### src/rtl/ram_arbiter.sv
// ram_arbiter
//
// Two-port arbiter and sequencer in front of the SDRAM controller.
// Requester 0 (VGA line fetch) and requester 1 (core/cache) share a single
// read/write request interface. Grants are round-robin. One transaction is
// in flight at a time. The arbiter waits for the controller's event on the
// granted bank, then closes the row. A watchdog aborts a transaction that
// waits too long.
//
// Optional feature: define OPEN_ROW_EN to keep the row open when the other
// port is already waiting on the same bank and row.
//
// State table:
//   state   | meaning
//   IDLE    | no transaction; pick the next requester
//   ISSUE   | one-cycle ram_request_read/write pulse with latched bank/addr
//   WAIT    | grant held; wait for ram_event on the latched bank or timeout
//   CLOSE   | one-cycle done (+err) pulse and ram_close pulse
//
// Parameters:
//   ADDR_BITS          width of ram_addr and the requester address buses
//   TIMEOUT            maximum WAIT cycles before aborting (1..255)
//
// Ports:
//   clk, rst_n         system clock; synchronous active-low reset
//   reqN_read/write    level requests from requester N (write wins)
//   reqN_bank/addr     bank and address of requester N
//   reqN_grant         high while requester N owns the RAM
//   reqN_done          one-cycle pulse when requester N's transaction ends
//   err                one-cycle pulse with done when the transaction timed out
//   busy               high whenever the arbiter is not idle
//   ram_request_*      read/write strobe to the RAM controller
//   ram_bank_sel/addr  latched bank and address to the RAM controller
//   ram_close          one-cycle row-close pulse
//   ram_event(_bank)   controller completion report and the bank it refers to

module ram_arbiter #(
    parameter int ADDR_BITS = 12,
    parameter int TIMEOUT   = 255
) (
    input  logic                 clk,
    input  logic                 rst_n,

    input  logic                 req0_read,
    input  logic                 req0_write,
    input  logic [1:0]           req0_bank,
    input  logic [ADDR_BITS-1:0] req0_addr,
    output logic                 req0_grant,
    output logic                 req0_done,

    input  logic                 req1_read,
    input  logic                 req1_write,
    input  logic [1:0]           req1_bank,
    input  logic [ADDR_BITS-1:0] req1_addr,
    output logic                 req1_grant,
    output logic                 req1_done,

    output logic                 err,
    output logic                 busy,

    output logic                 ram_request_read,
    output logic                 ram_request_write,
    output logic [1:0]           ram_bank_sel,
    output logic [ADDR_BITS-1:0] ram_addr,
    output logic                 ram_close,
    input  logic                 ram_event,
    input  logic [1:0]           ram_event_bank
);

    localparam logic [1:0] S_IDLE  = 2'd0;
    localparam logic [1:0] S_ISSUE = 2'd1;
    localparam logic [1:0] S_WAIT  = 2'd2;
    localparam logic [1:0] S_CLOSE = 2'd3;

    // WAIT closes on the cycle where the counter has already counted
    // TIMEOUT-1 idle cycles, so WAIT lasts exactly TIMEOUT cycles.
    localparam logic [7:0] LP_CNT_LAST = 8'(TIMEOUT - 1);

    logic [1:0]           r_state;
    logic                 r_port;      // owner of the current transaction
    logic                 r_op;        // 1 = write, 0 = read
    logic [1:0]           r_bank;
    logic [ADDR_BITS-1:0] r_addr;
    logic                 r_err;
    logic [7:0]           r_cnt;
    logic                 r_last;      // port granted most recently

    logic                 w_pend0;
    logic                 w_pend1;
    logic                 w_pick1;
    logic                 w_ev_hit;

    logic [1:0]           w_state_nxt;
    logic                 w_port_nxt;
    logic                 w_op_nxt;
    logic [1:0]           w_bank_nxt;
    logic [ADDR_BITS-1:0] w_addr_nxt;
    logic                 w_err_nxt;
    logic [7:0]           w_cnt_nxt;
    logic                 w_last_nxt;
    logic                 w_keep_nxt;  // skip ram_close and chain into ISSUE

`ifdef OPEN_ROW_EN
    // Follow-up transaction captured when CLOSE is entered, so that the
    // decision to skip ram_close and the transaction issued next agree.
    logic                 r_keep;
    logic                 r_nop;
    logic [ADDR_BITS-1:0] r_naddr;

    logic                 w_oth_pend;
    logic                 w_oth_op;
    logic [1:0]           w_oth_bank;
    logic [ADDR_BITS-1:0] w_oth_addr;
    logic                 w_row_hit;
    logic                 w_nop_nxt;
    logic [ADDR_BITS-1:0] w_naddr_nxt;
`endif

    assign w_pend0  = req0_read | req0_write;
    assign w_pend1  = req1_read | req1_write;
    // Port 1 wins when it is the only one pending, or when both are pending
    // and port 0 was served last.
    assign w_pick1  = w_pend1 & (~w_pend0 | ~r_last);
    assign w_ev_hit = ram_event & (ram_event_bank == r_bank);

`ifdef OPEN_ROW_EN
    assign w_oth_pend = r_port ? w_pend0    : w_pend1;
    assign w_oth_op   = r_port ? req0_write : req1_write;
    assign w_oth_bank = r_port ? req0_bank  : req1_bank;
    assign w_oth_addr = r_port ? req0_addr  : req1_addr;
    assign w_row_hit  = w_oth_pend
                      & (w_oth_bank == r_bank)
                      & (w_oth_addr[ADDR_BITS-1:8] == r_addr[ADDR_BITS-1:8]);
`endif

    always_comb begin
        w_state_nxt = r_state;
        w_port_nxt  = r_port;
        w_op_nxt    = r_op;
        w_bank_nxt  = r_bank;
        w_addr_nxt  = r_addr;
        w_err_nxt   = r_err;
        w_cnt_nxt   = r_cnt;
        w_last_nxt  = r_last;
        w_keep_nxt  = 1'b0;
`ifdef OPEN_ROW_EN
        w_nop_nxt   = r_nop;
        w_naddr_nxt = r_naddr;
`endif

        case (r_state)
            S_IDLE: begin
                if (w_pend0 || w_pend1) begin
                    w_state_nxt = S_ISSUE;
                    w_port_nxt  = w_pick1;
                    w_last_nxt  = w_pick1;
                    w_op_nxt    = w_pick1 ? req1_write : req0_write;
                    w_bank_nxt  = w_pick1 ? req1_bank  : req0_bank;
                    w_addr_nxt  = w_pick1 ? req1_addr  : req0_addr;
                    w_err_nxt   = 1'b0;
                end
            end

            S_ISSUE: begin
                // Any ram_event seen here predates the request and is ignored.
                w_state_nxt = S_WAIT;
                w_cnt_nxt   = '0;
            end

            S_WAIT: begin
                // The event is checked first so that an event landing on the
                // last allowed cycle still counts as success.
                if (w_ev_hit) begin
                    w_state_nxt = S_CLOSE;
                    w_err_nxt   = 1'b0;
`ifdef OPEN_ROW_EN
                    w_keep_nxt  = w_row_hit;
                    w_nop_nxt   = w_oth_op;
                    w_naddr_nxt = w_oth_addr;
`endif
                end else if (r_cnt == LP_CNT_LAST) begin
                    w_state_nxt = S_CLOSE;
                    w_err_nxt   = 1'b1;
                end else begin
                    w_cnt_nxt   = r_cnt + 8'd1;
                end
            end

            S_CLOSE: begin
`ifdef OPEN_ROW_EN
                if (r_keep) begin
                    // Row stays open: hand the RAM straight to the other port.
                    w_state_nxt = S_ISSUE;
                    w_port_nxt  = ~r_port;
                    w_last_nxt  = ~r_port;
                    w_op_nxt    = r_nop;
                    w_addr_nxt  = r_naddr;
                    w_err_nxt   = 1'b0;
                end else begin
                    w_state_nxt = S_IDLE;
                end
`else
                w_state_nxt = S_IDLE;
`endif
            end

            default: begin
                w_state_nxt = S_IDLE;
            end
        endcase
    end

    // Outputs are registered from the next-state decode so that each output
    // lines up with the state it describes.
    always_ff @(posedge clk) begin
        if (!rst_n) begin
            r_state           <= S_IDLE;
            r_port            <= 1'b0;
            r_op              <= 1'b0;
            r_bank            <= 2'd0;
            r_addr            <= '0;
            r_err             <= 1'b0;
            r_cnt             <= 8'd0;
            r_last            <= 1'b1;
`ifdef OPEN_ROW_EN
            r_keep            <= 1'b0;
            r_nop             <= 1'b0;
            r_naddr           <= '0;
`endif
            req0_grant        <= 1'b0;
            req0_done         <= 1'b0;
            req1_grant        <= 1'b0;
            req1_done         <= 1'b0;
            err               <= 1'b0;
            busy              <= 1'b0;
            ram_request_read  <= 1'b0;
            ram_request_write <= 1'b0;
            ram_close         <= 1'b0;
        end else begin
            r_state           <= w_state_nxt;
            r_port            <= w_port_nxt;
            r_op              <= w_op_nxt;
            r_bank            <= w_bank_nxt;
            r_addr            <= w_addr_nxt;
            r_err             <= w_err_nxt;
            r_cnt             <= w_cnt_nxt;
            r_last            <= w_last_nxt;
`ifdef OPEN_ROW_EN
            r_keep            <= w_keep_nxt;
            r_nop             <= w_nop_nxt;
            r_naddr           <= w_naddr_nxt;
`endif
            req0_grant        <= (w_state_nxt != S_IDLE) & ~w_port_nxt;
            req1_grant        <= (w_state_nxt != S_IDLE) &  w_port_nxt;
            req0_done         <= (w_state_nxt == S_CLOSE) & ~w_port_nxt;
            req1_done         <= (w_state_nxt == S_CLOSE) &  w_port_nxt;
            err               <= (w_state_nxt == S_CLOSE) &  w_err_nxt;
            busy              <= (w_state_nxt != S_IDLE);
            ram_request_read  <= (w_state_nxt == S_ISSUE) & ~w_op_nxt;
            ram_request_write <= (w_state_nxt == S_ISSUE) &  w_op_nxt;
            ram_close         <= (w_state_nxt == S_CLOSE) & ~w_keep_nxt;
        end
    end

    assign ram_bank_sel = r_bank;
    assign ram_addr     = r_addr;

endmodule

### config.mk
export PLATFORM = sky130hd
export DESIGN_NAME = ram_arbiter
export DESIGN_NICKNAME = d
export VERILOG_FILES = /design/src/rtl/ram_arbiter.sv
export SDC_FILE = /design/constraint.sdc
export NUM_CORES = 1
export LEC_CHECK = 0
export BUFFER_PORTS_ARGS = -buffer_cell sky130_fd_sc_hd__buf_2
export CAP_MARGIN = 20
export CORE_MARGIN = 2
export CORE_UTILIZATION = 49
export DETAILED_ROUTE_END_ITERATION = 7
export GPL_TIMING_DRIVEN = 0
export PLACE_DENSITY = 0.79
export SLEW_MARGIN = 25
export SYNTH_ARGS = -nofsm -noshare
export SYNTH_HDL_FRONTEND = slang
export SYNTH_SLANG_ARGS = --single-unit
### constraint.sdc
create_clock -name clk -period 2.1 [get_ports clk]
set_input_delay 0.21 -clock clk [delete_from_list [all_inputs] [get_ports clk]]
set_output_delay 0.21 -clock clk [all_outputs]
set_load 0.01 [all_outputs]
==> results of run 1 <==
[Yosys cell counts (4+ instances only)]
| cell type | n |
|---|---|
| sky130_fd_sc_hd__dfxtp_1 | 37 |
| sky130_fd_sc_hd__a211oi_1 | 15 |
| sky130_fd_sc_hd__nor2_1 | 21 |
| sky130_fd_sc_hd__inv_1 | 7 |
| sky130_fd_sc_hd__mux2i_1 | 17 |
| sky130_fd_sc_hd__a31oi_1 | 4 |
| sky130_fd_sc_hd__ha_1 | 5 |
| sky130_fd_sc_hd__clkbuf_1 | 4 |
| sky130_fd_sc_hd__nand2_1 | 7 |
| sky130_fd_sc_hd__nand3_1 | 7 |
| sky130_fd_sc_hd__a21oi_1 | 6 |
[state kept, by name, summed over array words and instances (netlist names), 2 cells and up]
signal	cells
r_state	2
ram_addr	12
ram_bank_sel	2
r_cnt	8
[stage by stage]
| step | setup slack (ns) | area [um2] | utilization (%) | instances |
|---|---|---|---|---|
| 6_report | 0.1866 | 2122 | 63.59 | 291 |
| 5_1_grt | 0.05291 | 2122 | 63.59 | 291 |
| 4_1_cts | 0.1759 | 2122 | 63.59 | 291 |
| 3_5_place_dp | 0.2234 | 2063 | 61.83 | 284 |
| 3_3_place_gp | 0.2263 | 2063 | 61.83 | 284 |
| 2_1_floorplan | 0.5106 | 1710 | - | 179 |
[metal layers]
| layer | up-vias | global-route usage (%) | share of wire (%) |
|---|---|---|---|
| met2 | 47 | 31.12 | 48 |
| met4 | 0 | 8.056 | 0.95 |
| li1 | 793 | - | - |
| met1 | 721 | 21.29 | 44 |
| met3 | 4 | 6.429 | 6.5 |
| met5 | - | 0 | 0 |
[critical path, cell delays in order (launching register included)]
cell	delay [ns]
sky130_fd_sc_hd__dfxtp_1	0.36
sky130_fd_sc_hd__inv_1	0.11
sky130_fd_sc_hd__ha_1	0.14
sky130_fd_sc_hd__buf_2	0.21
sky130_fd_sc_hd__o41a_1	0.22
sky130_fd_sc_hd__buf_2	0.22
sky130_fd_sc_hd__clkbuf_1	0.36
sky130_fd_sc_hd__a211oi_1	0.14
[final timing paths]
kind                     start           end  slack (ns)  cells past startpoint
setup reg to reg    r_state[0]  ram_addr[11]        0.19                      7
setup / recovery    r_state[0]  ram_addr[11]        0.19                      7
hold reg to reg       r_cnt[7]      r_cnt[7]        0.48                      1
hold / removal    req1_addr[5]   ram_addr[5]        0.20                      3
[final cells by class]
cell class,count,area share (%)
multi-input cells,125,41.75
flip-flops and latches,37,34.91
repair buffers,59,13.92
plain buffers,10,2.712
well taps,46,2.712
clock buffers,6,2.417
inverters,7,1.238
clock inverters,1,0.3538
[power groups by stage]
stage	logic (uW)	clock network (uW)	registers, uW
final	1260	385	1040
after global routing	1410	423	1070
after CTS	1270	393	1040
after detailed placement	1270	0	1050
after global placement	1240	0	1060
after floorplan	799	0	1130
[cell families after synthesis]
family / after synthesis
AO/OA/AOI/OAI: 41
multiplexers: 17
adder cells (fa/ha/maj): 5
AND/OR/NAND/NOR: 60
XOR/XNOR: 2
buffers and inverters: 17
flip-flops: 37
==> parameters.txt, run 1 <==
Parameter                              Value

Clocking
  Count of instances resized after the clock tree is built    0
  Clock root buffer master    sky130_fd_sc_hd__clkbuf_4
  Later-pin clock latency in the skew report    0.34 ns
  Clock slew at reported path FFs    0.11 ns
  Number of buffers added by the clock tree synthesis step    5
  Number of setup buffers added after CTS    0
  Cts-stage hold buffer count    0
  Deepest clock path buffer count    2
  CTS tree    built
  H-tree depth reported by CTS    2
  Clock sinks    37

Floorplanning
  Initial core utilization    51.26%
  Die outline height    63.08 um
  Floorplan row count    21
  I/O pins    60
  Die Width    63.08 um
  Die footprint    between 0.003 and 0.004 mm2
  Core area    0.003337 mm2

Synthesis
  Mapped cell area    0.001710 mm2
  Fraction of the mapped netlist area in simple logic gates    18.95%
  Post-synthesis async set-or-reset flop share    0%
  Number of nets produced by synthesis    221
  Share of synthesized area occupied by flip-flops and latches    43.31%
  Post-synth top flop    sky130_fd_sc_hd__dfxtp_1
  Fraction of the mapped netlist area in compound gates    between 15 and 20%
  Number of register bits inferred by synthesis    37
  Distinct cells, synth    between 40 and 50
  Syn Area/Cell    9.555 um2
  Adder and majority cell fraction of the synthesized area    under 10%
  Cell type contributing the most total cell area after synthesis    sky130_fd_sc_hd__dfxtp_1
  Largest family of logic cells by synthesized area    simple AND/OR/NAND/NOR gates
  Mapped Cells    179
  Number of flops mapped to enable cells by yosys    0
  Xor/xnor cell area share of the yosys netlist    just over 1%
  Biggest area contributors in the synthesized netlist    sky130_fd_sc_hd__dfxtp_1 (43%), sky130_fd_sc_hd__mux2i_1 (9.9%), sky130_fd_sc_hd__a211oi_1 (6.6%), sky130_fd_sc_hd__nor2_1 (4.6%), sky130_fd_sc_hd__ha_1 (3.7%)
  Warnings from Yosys    0
  Mux contribution to synthesized area    9.949%
  Post-synth top area share    43.31%

STA
  Clk_skew    0.005541 ns
  Max Freq    roughly 520 MHz
  Final-report max-slew violation count    0
  Setup_tns    0 ns
  Final setup violating endpoints    0
  Ratio of final minimum period to clock period    91.11%
  Final hold violation count    0
  Slew at the pin closest to its max-slew limit    0.6060 ns
  Final Critical Period    around 1.9 ns
  Normalized max-slew margin    59.46%
  Setup repair after global routing missed its margin    false
  Hold WS    0.1970 ns

Global route
  Number of global-route vias before repair    about 1400
  Global-route wire length before repair    5809 um
  Maximum number of pins on one net before global-route repair    12
  Antenna violations before repair    0
  Total congestion overflow after global routing    0
  Global-route usage over all layers    18.54%

Final layout
  Area Overhead vs Synth    24.07%
  Most frequent standard cell in the layout excluding fill and tap cells    sky130_fd_sc_hd__buf_2
  Sequential cell area    740.7 um2
  Fillers    331
  Post-layout net count    287
  Antenna diode count    0
  Fraction of final layout cells with drive strength greater than 1    between 30% and 40%
  Commonest cells after routing, fill and taps aside    sky130_fd_sc_hd__buf_2 (62), sky130_fd_sc_hd__dfxtp_1 (37), sky130_fd_sc_hd__nor2_1 (21), sky130_fd_sc_hd__mux2i_1 (17), sky130_fd_sc_hd__a211oi_1 (15)
  Area of the multi-input gates    between 800 and 900 um2

Pwr
  Clk pwr share    14.4%
  Sequential Power Share    38.8%
  Part of the total power dissipated in combinational logic    around 47%
  Pleak    0.0009983 uW
  Ratio of total power to cell area    1263 mW/mm2
  Worst IR drop on VDD    0.6991 mV
  Fraction of power spent switching nets    39.77%
  Overall power consumption    ~2700 uW
  Internal power summed over all cells    about 1600 uW
  Power spent charging and discharging nets    around 1100 uW

Placed design
  Detailed placer's ending HPWL    2744 um
  RePlAce Congestion    around 0.82
  Number of buffers added on ports    59

Routing
  Routed wirelength normalized by instance count    11.97 um
  DRC viols    0
  Average vias per placed instance    5.378
  Drt initial violations    56
  Via count    1565
  Total routed wirelength    roughly 3500 um
  Number of nets with antenna violations after routing    0
  Detailed-router iteration count before antenna repair    4

Worst setup path
  Crit path required time    2.31 ns
  Critical path class    reg -> reg
  Worst-path fanout max    10
  Data arrival, critical path    2.12 ns
  Critical Path Source Type    register
  Endpoint type of the worst setup path    register

Min path
  Class of the tightest hold or removal check    in -> reg

Flow run
  Max Cap Violations    0

Status
  Result of the run    completed
No activity file was read; power rests on OpenSTA's default activity.
==> run 2, diff against run 1 <==
ABC_AREA = 1   (was default)
CORE_ASPECT_RATIO = 1.25   (was default)
CORE_UTILIZATION = 50   (was 49)
==> run 2 against run 1 <==
Global-route usage up 3.9 points. Clock skew barely moved. Count of clock-buffer cells in the layout shrank 1. Critical endpoint is now r_cnt[6]. Largest cell class unchanged.
==> parameters.txt, run 2 <==
Parameter                              Value

Synthesis
  Number of nets produced by synthesis    308 (was 221)
  Share of synthesized area occupied by flip-flops and latches    39.36% (was 43.31%)
  Syn Area/Cell    7.074 um2 (was 9.555 um2)
  Most used standard cell by instance count after synthesis    sky130_fd_sc_hd__nand2_1 (was sky130_fd_sc_hd__dfxtp_1)
  Number of register bits inferred by synthesis    37 (unchanged)
  Number of flops mapped to enable cells by yosys    0 (unchanged)
  Distinct cells, synth    28 (was 43)
  Post-synth top flop    sky130_fd_sc_hd__dfxtp_1 (unchanged)
  Warnings from Yosys    0 (unchanged)
  Mapped cell area    0.001882 mm2 (was 0.001710 mm2)
  Biggest area contributors in the synthesized netlist    sky130_fd_sc_hd__dfxtp_1 (39%), sky130_fd_sc_hd__nand2_1 (13%), sky130_fd_sc_hd__inv_1 (7.6%), sky130_fd_sc_hd__a21oi_1 (6.9%), sky130_fd_sc_hd__a21o_1 (4.8%) (was sky130_fd_sc_hd__dfxtp_1 (43%), sky130_fd_sc_hd__mux2i_1 (9.9%), sky130_fd_sc_hd__a211oi_1 (6.6%), sky130_fd_sc_hd__nor2_1 (4.6%), sky130_fd_sc_hd__ha_1 (3.7%))
  Top cells by instance count after synthesis    sky130_fd_sc_hd__nand2_1 (65), sky130_fd_sc_hd__inv_1 (38), sky130_fd_sc_hd__dfxtp_1 (37) (was sky130_fd_sc_hd__dfxtp_1 (37), sky130_fd_sc_hd__nor2_1 (21), sky130_fd_sc_hd__mux2i_1 (17))
  Post-synth top area share    39.36% (was 43.31%)
  Cell type contributing the most total cell area after synthesis    sky130_fd_sc_hd__dfxtp_1 (unchanged)
  Post-synthesis async set-or-reset flop share    0% (unchanged)
  Mapped Cells    266 (was 179)

Clocking
  Later-pin clock latency in the skew report    0.29 ns (was 0.34 ns)
  Clock slew at reported path FFs    0.08 ns (was 0.11 ns)
  Clock sinks    37 (unchanged)
  Number of buffers added by the clock tree synthesis step    5 (unchanged)
  H-tree depth reported by CTS    2 (unchanged)
  CTS tree    built (unchanged)
  Count of instances resized after the clock tree is built    0 (unchanged)
  Clock root buffer master    sky130_fd_sc_hd__clkbuf_8 (was sky130_fd_sc_hd__clkbuf_4)
  Deepest clock path buffer count    2 (unchanged)
  Cts-stage hold buffer count    0 (unchanged)
  Number of setup buffers added after CTS    0 (unchanged)

Routing
  Average vias per placed instance    5.011 (was 5.378)
  Drt initial violations    45 (was 56)
  Met2 wirelength from detailed routing    2268 um (was 1685 um)
  Routed wirelength normalized by instance count    11.68 um (was 11.97 um)
  Detailed-router iteration count before antenna repair    4 (unchanged)
  Met3 Wirelength    226 um (was 228 um)
  Total routed wirelength    4346 um (was 3483 um)
  DRC viols    0 (unchanged)
  M1 wire length    1743 um (was 1536 um)
  Highest Signal Layer    met4 (unchanged)
  Number of nets with antenna violations after routing    0 (unchanged)
  Via count    1864 (was 1565)

Worst setup path
  Crit path required time    2.33 ns (was 2.31 ns)
  Critical Path Source Type    register (unchanged)
  Setup slack on the worst flop-to-flop path    0.32 ns (was 0.19 ns)
  Data arrival, critical path    2.01 ns (was 2.12 ns)
  Endpoint type of the worst setup path    register (unchanged)
  Critical path class    reg -> reg (unchanged)
  Worst-path fanout max    9 (was 10)
  Beginning of the critical path    r_state[0] (unchanged)
  R2R Path Start    r_state[0] (unchanged)

Min path
  Beginning of the worst hold path    req1_bank[0] (was req1_addr[5])
  Class of the tightest hold or removal check    in -> reg (unchanged)

Global route
  Maximum number of pins on one net before global-route repair    13 (was 12)
  Antenna violations before repair    0 (unchanged)
  Total congestion overflow after global routing    0 (unchanged)
  Number of global-route vias before repair    1798 (was 1412)
  Global-route usage over all layers    22.45% (was 18.54%)
  Global-route wire length before repair    7327 um (was 5809 um)

STA
  Setup_tns    0 ns (unchanged)
  Final hold violation count    0 (unchanged)
  Max Freq    560.3 MHz (was 522.6 MHz)
  Final Critical Period    1.785 ns (was 1.913 ns)
  Final setup violating endpoints    0 (unchanged)
  Setup ws final    0.3152 ns (was 0.1866 ns)
  Normalized max-slew margin    60.69% (was 59.46%)
  Ratio of final minimum period to clock period    84.99% (was 91.11%)
  Slew at the pin closest to its max-slew limit    0.5896 ns (was 0.6060 ns)
  Setup repair after global routing missed its margin    false (unchanged)
  Final-report max-slew violation count    0 (unchanged)
  Clk_skew    0.005892 ns (was 0.005541 ns)

Floorplanning
  Floorplan row count    24 (was 21)
  Die Width    58.87 um (was 63.08 um)
  Initial core utilization    53.11% (was 51.26%)
  I/O pins    60 (unchanged)
  Die footprint    0.004273 mm2 (was 0.003979 mm2)
  Die outline height    72.59 um (was 63.08 um)
  Core area    0.003543 mm2 (was 0.003337 mm2)

Pwr
  Pleak    0.001239 uW (was 0.0009983 uW)
  Overall power consumption    3176 uW (was 2680 uW)
  Worst IR drop on VDD    0.8711 mV (was 0.6991 mV)
  Ratio of total power to cell area    1346 mW/mm2 (was 1263 mW/mm2)

Final layout
  Antenna diode count    0 (unchanged)
  Fillers    327 (was 331)
  Fraction of final layout cells with drive strength greater than 1    27.03% (was 31.84%)
  Post-layout instance count excluding filler cells    372 (was 291)
  Max reg flops    12 (unchanged)
  Area Overhead vs Synth    25.40% (was 24.07%)
  Commonest cells after routing, fill and taps aside    sky130_fd_sc_hd__nand2_1 (65), sky130_fd_sc_hd__buf_2 (62), sky130_fd_sc_hd__inv_1 (38), sky130_fd_sc_hd__dfxtp_1 (37), sky130_fd_sc_hd__a21oi_1 (26) (was sky130_fd_sc_hd__buf_2 (62), sky130_fd_sc_hd__dfxtp_1 (37), sky130_fd_sc_hd__nor2_1 (21), sky130_fd_sc_hd__mux2i_1 (17), sky130_fd_sc_hd__a211oi_1 (15))
  Most frequent standard cell in the layout excluding fill and tap cells    sky130_fd_sc_hd__nand2_1 (was sky130_fd_sc_hd__buf_2)
  Post-layout net count    374 (was 287)

Placed design
  Cell total after placement    364 (was 284)
  Number of buffers added on ports    59 (unchanged)
  RePlAce Congestion    0.8368 (was 0.8219)
  Place WS    0.3401 ns (was 0.2234 ns)
  Detailed placer's ending HPWL    3310 um (was 2744 um)

Status
  Result of the run    completed (unchanged)

Flow run
  Max Cap Violations    0 (unchanged)
==> run 2: logic make-up (layout without fill, tap and decap cells) <==
logic type | count (synthesis) | after routing | synth area share, %
fa+ha+maj | 5 | 5 | 3.324
xor+xnor | 1 | 1 | 0.4655
simple gates | 117 | 117 | 28.06
buf+inv | 48 | 115 | 10.70
flops | 37 | 37 | 39.36
compound gates | 58 | 58 | 18.09
==> run 2: power breakdown <==
group          internal (uW)  switching, uW
clock network            472            260
registers                936            103
logic                    530            876
==> run 2: area by class of cell <==
type | instances | area, um2 | share of cell area [%]
buffer | 7 | 47.55 | 2.015
clock buffer | 5 | 68.82 | 2.916
clock inverter | 3 | 65.06 | 2.757
inverter | 41 | 153.9 | 6.522
multi-input combinational | 181 | 939.7 | 39.82
sequential | 37 | 740.7 | 31.39
tap | 39 | 48.80 | 2.068
timing repair buffer | 59 | 295.3 | 12.51
==> run 2: worst paths after layout <==
check	endpoint	cells after the start
worst max-delay path	r_cnt[6]	8
worst min-delay path	ram_bank_sel[0]	5
worst max register to register	r_cnt[6]	8
worst min register to register	r_last	2
==> run 2: metrics by stage <==
step | util, % | hold WS [ns] | cell area [um2]
after floorplan | - | 0.3763 | 1882
after global placement | 62.82 | 0.4519 | 2226
after detailed placement | 62.82 | 0.4577 | 2226
after CTS | 66.60 | 0.1972 | 2360
after global routing | 66.60 | 0.2119 | 2360
final | 66.60 | 0.2046 | 2360
==> run 2: metal layers <==
layer,vias up,GRT usage [%]
li1,980,-
met1,823,23.97
met2,50,39.63
met3,11,6.206
met4,0,11.36
met5,-,0
==> run 2: worst max-delay path: stages, from the launching register on <==
cell                       delay (ns)
sky130_fd_sc_hd__dfxtp_1         0.40
sky130_fd_sc_hd__inv_1           0.09
sky130_fd_sc_hd__ha_1            0.20
sky130_fd_sc_hd__clkbuf_8        0.16
sky130_fd_sc_hd__inv_1           0.22
sky130_fd_sc_hd__nor3_1          0.11
sky130_fd_sc_hd__nor2_1          0.30
sky130_fd_sc_hd__nand2_1         0.12
sky130_fd_sc_hd__a21oi_2         0.13
==> run 3, diff against run 2 <==
ABC_AREA = 0   (was 1)
CORE_UTILIZATION = 44   (was 50)
PLACE_DENSITY = 0.75   (was 0.79)
clock period = 1.6 ns   (was 2.1 ns; I/O delays follow)
==> run 3 against run 2 <==
Critical path depth shrank 2. Clock power grew 14%. Count of clock-buffer cells in the layout up 1. Via count down 12%. Combinational power grew 62%. Fmax up 14%. Power is 42% higher. Hold slack got worse by 0.0086 ns. Die area up 3.1%. Largest cell class unchanged.
==> parameters.txt, run 3 (same netlist as run 1, synthesis figures left out) <==
Parameter                              Value

Clocking
  H-tree depth reported by CTS    2 (unchanged)
  CTS tree    built (unchanged)
  Deepest clock path buffer count    2 (unchanged)
  Later-pin clock latency in the skew report    0.29 ns (about the same)
  Number of buffers added by the clock tree synthesis step    5 (unchanged)
  Clock slew at reported path FFs    0.07 ns (was 0.08 ns)
  Clock root buffer master    sky130_fd_sc_hd__clkbuf_8 (unchanged)
  Clock sinks    37 (unchanged)

Pwr
  Power spent charging and discharging nets    1676 uW (was 1239 uW)
  Sequential Power Share    30.8% (was 32.7%)
  Internal power summed over all cells    2834 uW (was 1937 uW)
  Part of the total power dissipated in combinational logic    50.6% (was 44.3%)
  Fraction of power spent switching nets    37.16% (was 39.01%)
  Worst IR drop on VDD    1.108 mV (was 0.8711 mV)
  Ratio of total power to cell area    1858 mW/mm2 (was 1346 mW/mm2)
  Pleak    0.001110 uW (was 0.001239 uW)
  Clk pwr share    18.6% (was 23.0%)

Worst setup path
  Critical Path Source Type    register (unchanged)
  Endpoint type of the worst setup path    register (unchanged)
  R2R Path Start    r_state[1] (was r_state[0])
  Data arrival, critical path    1.71 ns (was 2.01 ns)
  Worst-path fanout max    6 (was 9)
  Beginning of the critical path    r_state[1] (was r_state[0])
  Crit path required time    1.75 ns (was 2.33 ns)
  Critical path class    reg -> reg (unchanged)

STA
  Final setup violating endpoints    0 (unchanged)
  Final Critical Period    1.560 ns (was 1.785 ns)
  Hold WS    0.1960 ns (was 0.2046 ns)
  Final-report max-slew violation count    0 (unchanged)
  Clk_skew    0.004887 ns (was 0.005892 ns)
  Ratio of final minimum period to clock period    97.48% (was 84.99%)
  Slew at the pin closest to its max-slew limit    0.5646 ns (was 0.5896 ns)
  Final hold violation count    0 (unchanged)
  Normalized max-slew margin    62.36% (was 60.69%)
  Max Freq    641.1 MHz (was 560.3 MHz)

Placed design
  Detailed placer's ending HPWL    2855 um (was 3310 um)
  RePlAce Congestion    0.7825 (was 0.8368)
  Number of buffers added on ports    59 (unchanged)
  Cell total after placement    278 (was 364)

Global route
  Global-route usage over all layers    18.22% (was 22.45%)
  Total congestion overflow after global routing    0 (unchanged)
  Number of global-route vias before repair    1453 (was 1798)
  Global-route wire length before repair    6085 um (was 7327 um)
  Antenna violations before repair    0 (unchanged)
  Maximum number of pins on one net before global-route repair    13 (unchanged)

Routing
  Detailed-router iteration count before antenna repair    4 (unchanged)
  Total routed wirelength    4138 um (was 4346 um)
  Average vias per placed instance    5.498 (was 5.011)
  Routed wirelength normalized by instance count    13.93 um (was 11.68 um)
  DRC viols    0 (unchanged)
  Drt initial violations    22 (was 45)
  Number of nets with antenna violations after routing    0 (unchanged)
  Via count    1633 (was 1864)

Floorplanning
  Die footprint    0.004405 mm2 (was 0.004273 mm2)
  Die Width    59.77 um (was 58.87 um)
  I/O pins    60 (unchanged)
  Floorplan row count    25 (was 24)
  Die outline height    73.71 um (was 72.59 um)
  Initial core utilization    45.57% (was 53.11%)
  Core area    0.003754 mm2 (was 0.003543 mm2)

Final layout
  Post-layout instance count excluding filler cells    297 (was 372)
  Antenna diode count    0 (unchanged)
  Fillers    297 (was 327)
  Area Overhead vs Synth    41.92% (was 25.40%)
  Area of the multi-input gates    0.001022 mm2 (was 939.7 um2)
  Fraction of final layout cells with drive strength greater than 1    44.36% (was 27.03%)
  Max reg flops    12 (unchanged)
  Commonest cells after routing, fill and taps aside    sky130_fd_sc_hd__buf_2 (59), sky130_fd_sc_hd__dfxtp_1 (31), sky130_fd_sc_hd__nor2_1 (20), sky130_fd_sc_hd__mux2i_1 (17), sky130_fd_sc_hd__a211oi_1 (15) (was sky130_fd_sc_hd__nand2_1 (65), sky130_fd_sc_hd__buf_2 (62), sky130_fd_sc_hd__inv_1 (38), sky130_fd_sc_hd__dfxtp_1 (37), sky130_fd_sc_hd__a21oi_1 (26))
  Sequential cell area    753.2 um2 (was 740.7 um2)
  Post-layout net count    298 (was 374)
  Most frequent standard cell in the layout excluding fill and tap cells    sky130_fd_sc_hd__buf_2 (was sky130_fd_sc_hd__nand2_1)

Flow run
  Max Cap Violations    0 (unchanged)

Min path
  Beginning of the worst hold path    req1_bank[1] (was req1_bank[0])
  Class of the tightest hold or removal check    in -> reg (unchanged)

Status
  Result of the run    completed (unchanged)
==> run 3: worst paths after layout <==
path	to	cells past startpoint	slack [ns]
min reg2reg	ram_addr[6]	2	0.50
max	ram_request_write	6	0.04
min	ram_bank_sel[1]	3	0.20
max reg2reg	ram_request_write	6	0.04
==> run 3: cell type report <==
type	instances	area share [%]
Buffer	8	2.474
Clock buffer	6	3.402
Clock inverter	2	1.546
Inverter	7	1.186
Multi-Input combinational cell	126	42.11
Sequential cell	37	31.03
Tap cell	40	2.062
Timing Repair Buffer	71	16.19
==> run 3: stage by stage <==
stage	util, %	area (um2)	total power, uW	setup slack, ns	setup TNS, ns
3_3_place_gp	54.77	2056	3014	-0.2504	-4.592
3_5_place_dp	54.77	2056	3052	-0.2632	-5.265
4_1_cts	61.03	2291	4181	0.001856	0
5_1_grt	64.67	2427	4788	-0.06750	-0.1169
6_report	64.67	2427	4510	0.04027	0
2_1_floorplan	-	1710	2536	0.01059	0
==> run 3: repair_timing <==
action                                  in CTS  in global routing
buffers inserted                             6                  5
endpoints found under the setup margin      31                 21
gates resized for setup                     21                 25
pin swaps                                    1                  6
cloned                                       1                  1
hold buffers                                 0                  0
==> run 3: power groups by stage <==
| stage | Clock (uW) | Combinational (uW) | Sequential (uW) |
|---|---|---|---|
| CTS | 844 | 1970 | 1370 |
| detailed placement | 0 | 1670 | 1380 |
| floorplan | 0 | 1050 | 1490 |
| global route | 883 | 2480 | 1430 |
| finish | 838 | 2280 | 1390 |
| global placement | 0 | 1630 | 1380 |
==> run 3: critical path, stage by stage, from the launching register on <==
cell                      delay, ns
sky130_fd_sc_hd__dfxtp_4       0.35
sky130_fd_sc_hd__inv_2         0.08
sky130_fd_sc_hd__ha_4          0.18
sky130_fd_sc_hd__or4bb_1       0.41
sky130_fd_sc_hd__o21ai_1       0.13
sky130_fd_sc_hd__a31oi_2       0.10
sky130_fd_sc_hd__nor4b_2       0.19
==> run 3: metal layers <==
metal | up-vias | routed length (um) | share of wire [%] | global-route usage, %
met5 | - | 0 | 0 | 0
met4 | 0 | 56 | 1.4 | 8.889
met3 | 6 | 196 | 4.7 | 4.930
met2 | 48 | 2143 | 52 | 31.04
met1 | 766 | 1741 | 42 | 20.52
li1 | 813 | - | - | -
